--- config.mk ---
export PLATFORM = sky130hd
export DESIGN_NAME = leddc_scan_scheduler_flat
export DESIGN_NICKNAME = d
export VERILOG_FILES = /design/src/rtl/leddc_scan_scheduler_if.sv /design/src/rtl/leddc_scan_scheduler.sv /design/src/flat_wrapper.sv
export SDC_FILE = /design/constraint.sdc
export NUM_CORES = 1
export LEC_CHECK = 0
export CAP_MARGIN = 20
export CORE_ASPECT_RATIO = 1.1
export CORE_MARGIN = 10
export CORE_UTILIZATION = 60
export CTS_BUF_LIST = sky130_fd_sc_hd__clkbuf_2
export DETAILED_ROUTE_END_ITERATION = 10
export PLACE_DENSITY = 0.91
export SETUP_SLACK_MARGIN = 0.2
export SLEW_MARGIN = 30
export SYNTH_ARGS = -nofsm -noshare
export SYNTH_HDL_FRONTEND = slang
export SYNTH_SLANG_ARGS = --single-unit
--- constraint.sdc ---
create_clock -name clk -period 2.57 [get_ports clk]
set_clock_uncertainty 0.1 [all_clocks]
set_input_delay 0.6425 -clock clk [delete_from_list [all_inputs] [get_ports clk]]
set_output_delay 0.6425 -clock clk [all_outputs]
set_load 0.01 [all_outputs]
--- src/rtl/leddc_scan_scheduler_if.sv ---
// Handshake/status bundle between the LED driver scan scheduler and its surroundings.
//   frame_rdy, mode           : loader/control -> scheduler
//   vsync, load_en, scan_line,
//   pass, buf_sel, frame_done,
//   busy, ovf                 : scheduler -> PWM datapath / loader / status
// Modports: slave = scheduler side, master = driving side.
interface leddc_scan_scheduler_if #(
  parameter int unsigned SCANLINES = 32
);
  localparam int unsigned SLW = $clog2(SCANLINES);

  logic           frame_rdy;
  logic           mode;
  logic           vsync;
  logic           load_en;
  logic [SLW-1:0] scan_line;
  logic           pass;
  logic           buf_sel;
  logic           frame_done;
  logic           busy;
  logic           ovf;

  modport slave (
    input  frame_rdy, mode,
    output vsync, load_en, scan_line, pass, buf_sel, frame_done, busy, ovf
  );

  modport master (
    output frame_rdy, mode,
    input  vsync, load_en, scan_line, pass, buf_sel, frame_done, busy, ovf
  );
endinterface

--- src/rtl/leddc_scan_scheduler.sv ---
// GCK-domain scan sequencer for the LED driver PWM datapath. Walks every scanline of a
// frame through LOAD (1 cycle counter-load strobe), PWM (vsync high) and BLANK (vsync low),
// in one pass (mode 0) or two half-depth passes (mode 1), and owns the ping-pong
// frame-buffer select, swapping only at frame boundaries.
// Ports:
//   clk  : GCK, all logic on posedge
//   rst  : asynchronous, active-high reset
//   bus  : leddc_scan_scheduler_if.slave (frame_rdy/mode in; vsync, load_en, scan_line,
//          pass, buf_sel, frame_done, busy, ovf out; all outputs registered)
// Build option: LEDDC_FRAME_REPEAT_EN -- when defined, a frame with no successor pending is
// redisplayed instead of returning to idle.
module leddc_scan_scheduler #(
  parameter int unsigned SCANLINES = 32,
  parameter int unsigned PWM_BITS  = 16,
  parameter int unsigned BLANK_CYC = 4
) (
  input logic                 clk,
  input logic                 rst,
  leddc_scan_scheduler_if.slave bus
);

  localparam int unsigned SLW = $clog2(SCANLINES);
  localparam int unsigned BW  = (BLANK_CYC > 1) ? $clog2(BLANK_CYC) : 1;

  localparam logic [SLW-1:0]      LineLast  = SLW'(SCANLINES - 1);
  localparam logic [BW-1:0]       BlankLast = BW'(BLANK_CYC - 1);
  localparam logic [PWM_BITS-1:0] PwmLast0  = '1;
  localparam logic [PWM_BITS-1:0] PwmLast1  = {1'b0, {(PWM_BITS - 1) {1'b1}}};

  typedef enum logic [1:0] {StIdle, StLoad, StPwm, StBlank} state_e;

  state_e              state_q, state_d;
  logic [PWM_BITS-1:0] pwm_cnt_q, pwm_cnt_d;
  logic [BW-1:0]       blank_cnt_q, blank_cnt_d;
  logic [SLW-1:0]      line_q, line_d;
  logic                pass_q, pass_d;
  logic                buf_q, buf_d;
  logic                mode_q, mode_d;
  logic                pend_q, pend_d;
  logic                ovf_q, ovf_d;
  logic                done_q, done_d;
  logic                vsync_q, load_en_q, busy_q;
  logic                take;
  logic [PWM_BITS-1:0] pwm_last;

  assign pwm_last = mode_q ? PwmLast1 : PwmLast0;

  always_comb begin
    state_d     = state_q;
    pwm_cnt_d   = pwm_cnt_q;
    blank_cnt_d = blank_cnt_q;
    line_d      = line_q;
    pass_d      = pass_q;
    buf_d       = buf_q;
    mode_d      = mode_q;
    pend_d      = pend_q;
    ovf_d       = ovf_q;
    done_d      = 1'b0;
    take        = 1'b0;

    unique case (state_q)
      StIdle: begin
        if (pend_q) take = 1'b1;
      end
      StLoad: begin
        state_d   = StPwm;
        pwm_cnt_d = '0;
      end
      StPwm: begin
        if (pwm_cnt_q == pwm_last) begin
          state_d     = StBlank;
          blank_cnt_d = '0;
        end else begin
          pwm_cnt_d = pwm_cnt_q + 1'b1;
        end
      end
      StBlank: begin
        if (blank_cnt_q == BlankLast) begin
          if (line_q != LineLast) begin
            line_d  = line_q + 1'b1;
            state_d = StLoad;
          end else if (mode_q && !pass_q) begin
            pass_d  = 1'b1;
            line_d  = '0;
            state_d = StLoad;
          end else begin
            // Frame ends here; frame_done shows up alongside the next state.
            done_d = 1'b1;
            if (pend_q) begin
              take = 1'b1;
            end else begin
`ifdef LEDDC_FRAME_REPEAT_EN
              mode_d  = bus.mode;
              line_d  = '0;
              pass_d  = 1'b0;
              state_d = StLoad;
`else
              state_d = StIdle;
`endif
            end
          end
        end else begin
          blank_cnt_d = blank_cnt_q + 1'b1;
        end
      end
      default: state_d = StIdle;
    endcase

    // Taking a pending frame: swap buffers and start at line 0, pass 0.
    if (take) begin
      buf_d   = ~buf_q;
      mode_d  = bus.mode;
      line_d  = '0;
      pass_d  = 1'b0;
      pend_d  = 1'b0;
      state_d = StLoad;
    end

    // A new frame_rdy always leaves one frame pending; it only overflows if the
    // slot was occupied and not freed this same cycle.
    if (bus.frame_rdy) begin
      if (pend_q && !take) ovf_d = 1'b1;
      pend_d = 1'b1;
    end
  end

  always_ff @(posedge clk or posedge rst) begin
    if (rst) begin
      state_q     <= StIdle;
      pwm_cnt_q   <= '0;
      blank_cnt_q <= '0;
      line_q      <= '0;
      pass_q      <= 1'b0;
      buf_q       <= 1'b0;
      mode_q      <= 1'b0;
      pend_q      <= 1'b0;
      ovf_q       <= 1'b0;
      done_q      <= 1'b0;
      vsync_q     <= 1'b0;
      load_en_q   <= 1'b0;
      busy_q      <= 1'b0;
    end else begin
      state_q     <= state_d;
      pwm_cnt_q   <= pwm_cnt_d;
      blank_cnt_q <= blank_cnt_d;
      line_q      <= line_d;
      pass_q      <= pass_d;
      buf_q       <= buf_d;
      mode_q      <= mode_d;
      pend_q      <= pend_d;
      ovf_q       <= ovf_d;
      done_q      <= done_d;
      // Flags registered from the next state so they track state_q without decode glitches.
      vsync_q     <= (state_d == StPwm);
      load_en_q   <= (state_d == StLoad);
      busy_q      <= (state_d != StIdle);
    end
  end

  assign bus.vsync      = vsync_q;
  assign bus.load_en    = load_en_q;
  assign bus.scan_line  = line_q;
  assign bus.pass       = pass_q;
  assign bus.buf_sel    = buf_q;
  assign bus.frame_done = done_q;
  assign bus.busy       = busy_q;
  assign bus.ovf        = ovf_q;

endmodule

--- src/flat_wrapper.sv ---
// flat-port wrapper written by rule: the top's interface ports become plain ports
module leddc_scan_scheduler_flat 
#(
  parameter int unsigned SCANLINES = 32,
  parameter int unsigned PWM_BITS  = 16,
  parameter int unsigned BLANK_CYC = 4
)
  (clk, rst, bus_frame_rdy, bus_mode, bus_vsync, bus_load_en, bus_scan_line, bus_pass, bus_buf_sel, bus_frame_done, bus_busy, bus_ovf);
  leddc_scan_scheduler_if #(.SCANLINES(SCANLINES)) bus_i ();
  input logic clk;
  input logic rst;
  input wire logic [$bits(bus_i.frame_rdy)-1:0] bus_frame_rdy;
  input wire logic [$bits(bus_i.mode)-1:0] bus_mode;
  output wire logic [$bits(bus_i.vsync)-1:0] bus_vsync;
  output wire logic [$bits(bus_i.load_en)-1:0] bus_load_en;
  output wire logic [$bits(bus_i.scan_line)-1:0] bus_scan_line;
  output wire logic [$bits(bus_i.pass)-1:0] bus_pass;
  output wire logic [$bits(bus_i.buf_sel)-1:0] bus_buf_sel;
  output wire logic [$bits(bus_i.frame_done)-1:0] bus_frame_done;
  output wire logic [$bits(bus_i.busy)-1:0] bus_busy;
  output wire logic [$bits(bus_i.ovf)-1:0] bus_ovf;
  assign bus_i.frame_rdy = bus_frame_rdy;
  assign bus_i.mode = bus_mode;
  assign bus_vsync = bus_i.vsync;
  assign bus_load_en = bus_i.load_en;
  assign bus_scan_line = bus_i.scan_line;
  assign bus_pass = bus_i.pass;
  assign bus_buf_sel = bus_i.buf_sel;
  assign bus_frame_done = bus_i.frame_done;
  assign bus_busy = bus_i.busy;
  assign bus_ovf = bus_i.ovf;
  leddc_scan_scheduler #(.SCANLINES(SCANLINES), .PWM_BITS(PWM_BITS), .BLANK_CYC(BLANK_CYC)) u_core (.clk(clk), .rst(rst), .bus(bus_i));
endmodule
* After elaboration in Yosys (flattened, before gate mapping)
Index checks and enable logic that the tools add are counted.
** Storage, ports and cells
- Output and inout bits :: 12
- Register bits after elaboration :: 34
- Logic and storage cells :: 81
- Bits of input ports :: 4
** Operators by class
- Bitwise gates (word level) :: 1
- Multiplexer cells :: 34
- Equal/unequal tests :: 12
- Reductions and logical operators :: 18
- Add/sub/neg operators :: 3
** Operator list (count)
- $mux 16 :: 2
- $pmux 16 s2 :: 1
- $mux 5 :: 5
- $add 16x1->16 const B :: 1
- $eq 16x16->1 :: 1
- $mux 2 :: 8
- $mux 1 :: 15
- $reduce_bool 2->1 :: 7
- $eq 2x2->1 const B :: 4
- $pmux 2 s3 :: 1
- $reduce_and 3->1 :: 2
- $add 5x1->5 const B :: 1
- $ne 5x5->1 const B :: 1
- $eq 2x1->1 const B :: 2
- $ne 2x1->1 const B :: 2
- $ne 2x2->1 const B :: 2
- $pmux 2 s2 :: 1
- $reduce_and 2->1 :: 2
- $reduce_and 4->1 :: 1
- $reduce_bool 3->1 :: 1
- $add 2x1->2 const B :: 1
- $logic_and 1x1->1 :: 2
- $logic_not 1->1 :: 2
- $logic_not 2->1 :: 1
- other kinds (2) :: 2

* Logic depth before layout (Yosys ltp)
- Depth in word-level cells :: 9
- Depth in mapped cells :: 7
- Gate-level depth less buffers :: 6

* Worst setup path after synthesis
No wires, ideal clock.
- Path kind :: register to register
- From :: reg u_core.line_q[0] (netlist: u_core.bus.scan_line[0])
- To :: reg u_core.mode_q
- Arrival time :: 1.795 ns
- Library setup time :: 0.125 ns
- Clock period less this slack :: 2.020 ns
- Data required time :: 2.345 ns
- Slack :: 0.550 ns
- Path buffers :: 0
- Cell stages (with the launch flop) :: 7
- Cell sequence :: dfrtp_1 -> ha_1 -> and3_1 -> ha_1 -> a41oi_1 -> nor2_2 -> mux2_2
** On the way
- Word-level cells in the longest chain between the ends :: 4
** Ends and longest elaborated chain
- from (decl) :: RTL line leddc_scan_scheduler.sv:35 : logic [SLW-1:0] line_q, line_d;
- from (signal assigned) :: RTL line leddc_scan_scheduler.sv:146 : line_q <= line_d;
- $ne 5x5->1 :: RTL line leddc_scan_scheduler.sv:79 : if (line_q != LineLast) begin
- $mux 1 :: RTL line leddc_scan_scheduler.sv:79
- $mux 1 :: RTL line leddc_scan_scheduler.sv:78 : if (blank_cnt_q == BlankLast) begin
- $pmux 1 s2 :: RTL line leddc_scan_scheduler.sv:61 : unique case (state_q)
- to (signal assigned) :: RTL line leddc_scan_scheduler.sv:149 : mode_q <= mode_d;
- to (decl) :: RTL line leddc_scan_scheduler.sv:38 : logic mode_q, mode_d;
Every way passes these cells.
A chain may end at the register's enable or synchronous reset.

* Final worst setup path
Ends and elaborated chain as after synthesis.

==> impl_metrics.csv <==
group,metric,value,unit
outcome,status,"complete, no violations",
synthesis,yosysWarnings,0,
synthesis,syn-mean-instance-area,9.97,sq um
grt,groute.usage.overall,0.153,
grt,grt_max_degree,35,
hold_path,hold_path.class,"flop to flop",
timing,setup_viol,0,
placed_design,dp_cells,246,
routing,wl_per_cell,16.4,um
clock_network,cts_root_buf,"clkbuf_2",
timing,period_minus_slack,2.22,ns
clock_network,clock_latency,0.40,ns
setup_path,crit_type,"flop to flop",
placed_design,place_ws,0.368,ns
synthesis,synthMuxAreaShare,0.0615,
clock_network,numCtsBuffers,5,
timing,fmax,0.449,GHz
synthesis,syn_inst,198,
grt,antenna_found_initial,0,
timing,slew-limit-headroom,0.626,
routing,via_count,1642,
floorplanning,rows,21,
clock_network,htreeDepth,2,
timing,whs,0.403,ns
synthesis,synth_top_family_by_area,"simple AND/OR/NAND/NOR gates",
floorplanning,start_util,0.636,
grt,grt_pass1_wl,7310,um
synthesis,synth_compound_gate_area_share,0.194,
placed_design,hpwlAfterDp,3000,um
synthesis,synth_edf_count,0,
synthesis,synth-seq-area-share,0.431,
pwr,total_power,1.77,mW
clock_network,cts_tree,"built",
finish,final_common_cell,"dfrtp_1",
placed_design,globalplace.congestion,0.853,
synthesis,yosysUniqueCellTypes,48,
grt,grt_pass1_vias,1575,
routing,wl,4160,um
timing,tns,0,ns
timing,rsz0062_at_grt,"true",
clock_network,path_clk_slew,0.18,ns
synthesis,synth_xor_area_frac,0.0133,
finish,drive_gt1_frac,0.100,
synthesis,synth-simple-area-share,0.204,
finish,fin_cells,254,
synthesis,syn-cell-area,0.00197,sq mm
placed_design,dpl_cell_area,0.00216,sq mm
pwr,p_leak,0.943,nW
setup_path,crit_start,"u_core.bus.scan_line[0]$_DFFE_PP0P_",
routing,vias_per_cell,6.46,
setup_path,cp_max_fo,10,
pwr,power_density,806,mW/mm^2
routing,firstDrtPassIters,4,
setup_path,timing.rr.end,"u_core.mode_q$_DFFE_PP0P_",
setup_path,r2r_slack,0.35,ns
setup_path,critPathCapture,"u_core.mode_q$_DFFE_PP0P_",
floorplanning,die_area,0.00598,sq mm
clock_network,clockBufferDepth,2,
routing,ant_nets,0,
timing,fin_crit_sh,0.866,
placed_design,place.port_buffers,15,
clock_network,cts.sinks,34,
setup_path,cp_data_required_time,2.78,ns
clock_network,postCtsSetupRepairBufs,0,
routing,drcViolationCount,0,
timing,tightest_slew,0.560,ns
setup_path,worstSetupStartpointType,"flop",
setup_path,crit-reg2reg-launch,"u_core.bus.scan_line[0]$_DFFE_PP0P_",
finish,layout_common_cells,"34 x dfrtp_1, 23 x nand2_1, 15 x clkdlybuf4s50_1",
setup_path,cp-end-kind,"flop",
timing,maxSlewViolCount,0,
clock_network,cts_resized,0,
finish,antennaDiodeCount,0,
routing,drt_iter0_drc,172,
setup_path,reg2regPathDepth,6,
synthesis,synth-adder-area-share,0.0634,
floorplanning,fp.dieW,74.7,um
floorplanning,core_area,0.00310,sq mm
finish,fin_area,0.00220,sq mm
finish,nNetsFinal,233,
floorplanning,fp.dieH,80.1,um
synthesis,synth_flop_cell,"dfrtp_1",
timing,hold_viol_final,0,
floorplanning,ioPinCount,16,
finish,syn_to_final_growth,11.3,%
synthesis,synthesis.nets,212,
pwr,vdd_drop_max,0.698,mV
grt,grt-ovfl-total,0,
finish,final_util,0.708,
synthesis,postSynth.asyncResetShare,1.00,
setup_path,cp_data_arrival_time,2.44,ns
flow_run,cap_violations,0,
synthesis,synth-seq-cells,34,
timing,finalWorstSetupSlack,0.345,ns
==> cell usage after synthesis (all sizes together), types with 2 or more instances <==
master	count	area [sq um]
a2111oi	2	30.0
a211oi	6	45.0
a21o	2	15.0
a21oi	6	30.0
a2bb2oi	2	17.5
a31oi	3	18.8
a41oi	4	35.0
and2	3	18.8
and3	4	25.0
and4	3	28.8
buf	3	27.5
dfrtp	34	851
ha	10	125
inv	9	33.8
mux2i	11	110
nand2	23	86.3
nand2b	4	25.0
nand3	5	25.0
nand4	7	43.8
nor2	15	61.3
nor2b	2	12.5
o211ai	4	30.0
o21ai	6	30.0
o311ai	4	42.6
o31ai	3	22.5
or2	4	25.0
or4	2	15.0
xnor2	2	17.5
==> cells by family after synthesis <==
logic type                 after synthesis
and+or+nand+nor                         77
DFF                                     34
AOI/OAI and AO/OA                       49
muxes                                   12
adders and majority gates               10
buffers and inverters                   13
xor gates and xnor gates                 3
==> cell type report <==
type                       instances  area (sq um)
fill                             227           905
multi-input combinational        151          1060
inverter                           9          33.8
tap                               34          42.5
clock inverter                     2          8.76
clock buffer                       6          30.0
sequential                        34           851
timing repair buffer              18           173
==> power by group <==
group          internal, mW  switching (mW)  leakage (nW)
Combinational         0.339           0.430         0.465
Sequential            0.640           0.108         0.447
Clock                0.0668           0.187        0.0304
==> state kept, by name (all words and copies together), names as in the netlist <==
register               count
u_core.pend_q              1
u_core.blank_cnt_q         2
u_core.state_q             2
u_core.bus.scan_line       5
u_core.bus.vsync           1
u_core.bus.frame_done      1
u_core.pwm_cnt_q          16
u_core.bus.buf_sel         1
u_core.mode_q              1
u_core.bus.pass            1
u_core.bus.busy            1
u_core.bus.ovf             1
u_core.bus.load_en         1
==> worst min path at each step <==
| stage | startpoint | endpoint | slack [ns] | depth (start not counted) |
|---|---|---|---|---|
| final | u_core.bus.buf_sel$_DFFE_PP0P_ | u_core.bus.buf_sel$_DFFE_PP0P_ | 0.40 | 1 |
| after global routing | u_core.bus.buf_sel$_DFFE_PP0P_ | u_core.bus.buf_sel$_DFFE_PP0P_ | 0.41 | 1 |
| after CTS | u_core.bus.buf_sel$_DFFE_PP0P_ | u_core.bus.buf_sel$_DFFE_PP0P_ | 0.41 | 1 |
| after detailed placement | u_core.bus.buf_sel$_DFFE_PP0P_ | u_core.bus.buf_sel$_DFFE_PP0P_ | 0.38 | 1 |
| after global placement | u_core.bus.ovf$_DFFE_PP0P_ | u_core.bus.ovf$_DFFE_PP0P_ | 0.36 | 1 |
| after floorplan | u_core.pwm_cnt_q[11]$_DFFE_PP0P_ | u_core.pwm_cnt_q[11]$_DFFE_PP0P_ | 0.37 | 1 |
==> critical path, cell delays in order (launching register included) <==
cell and delay [ns]:
dfrtp_1 0.48, ha_1 0.22, and3_1 0.19, ha_1 0.21, a41oi_1 0.18, nor2_2 0.37
mux2_2 0.38
==> repair_timing <==
action,CTS,global route
setup endpoints to repair,0,2
hold buffers,0,0
endpoints found under the hold margin,0,0
==> per-layer routing <==
layer / vias up / global-route usage / wire length, um
li1: 794 / - / -
met1: 801 / 0.189 / 1880
met2: 40 / 0.238 / 2000
met3: 7 / 0.0541 / 222
met4: 0 / 0.0568 / 53
met5: - / 0 / 0
Note: power is estimated with default switching activity, not from simulation.
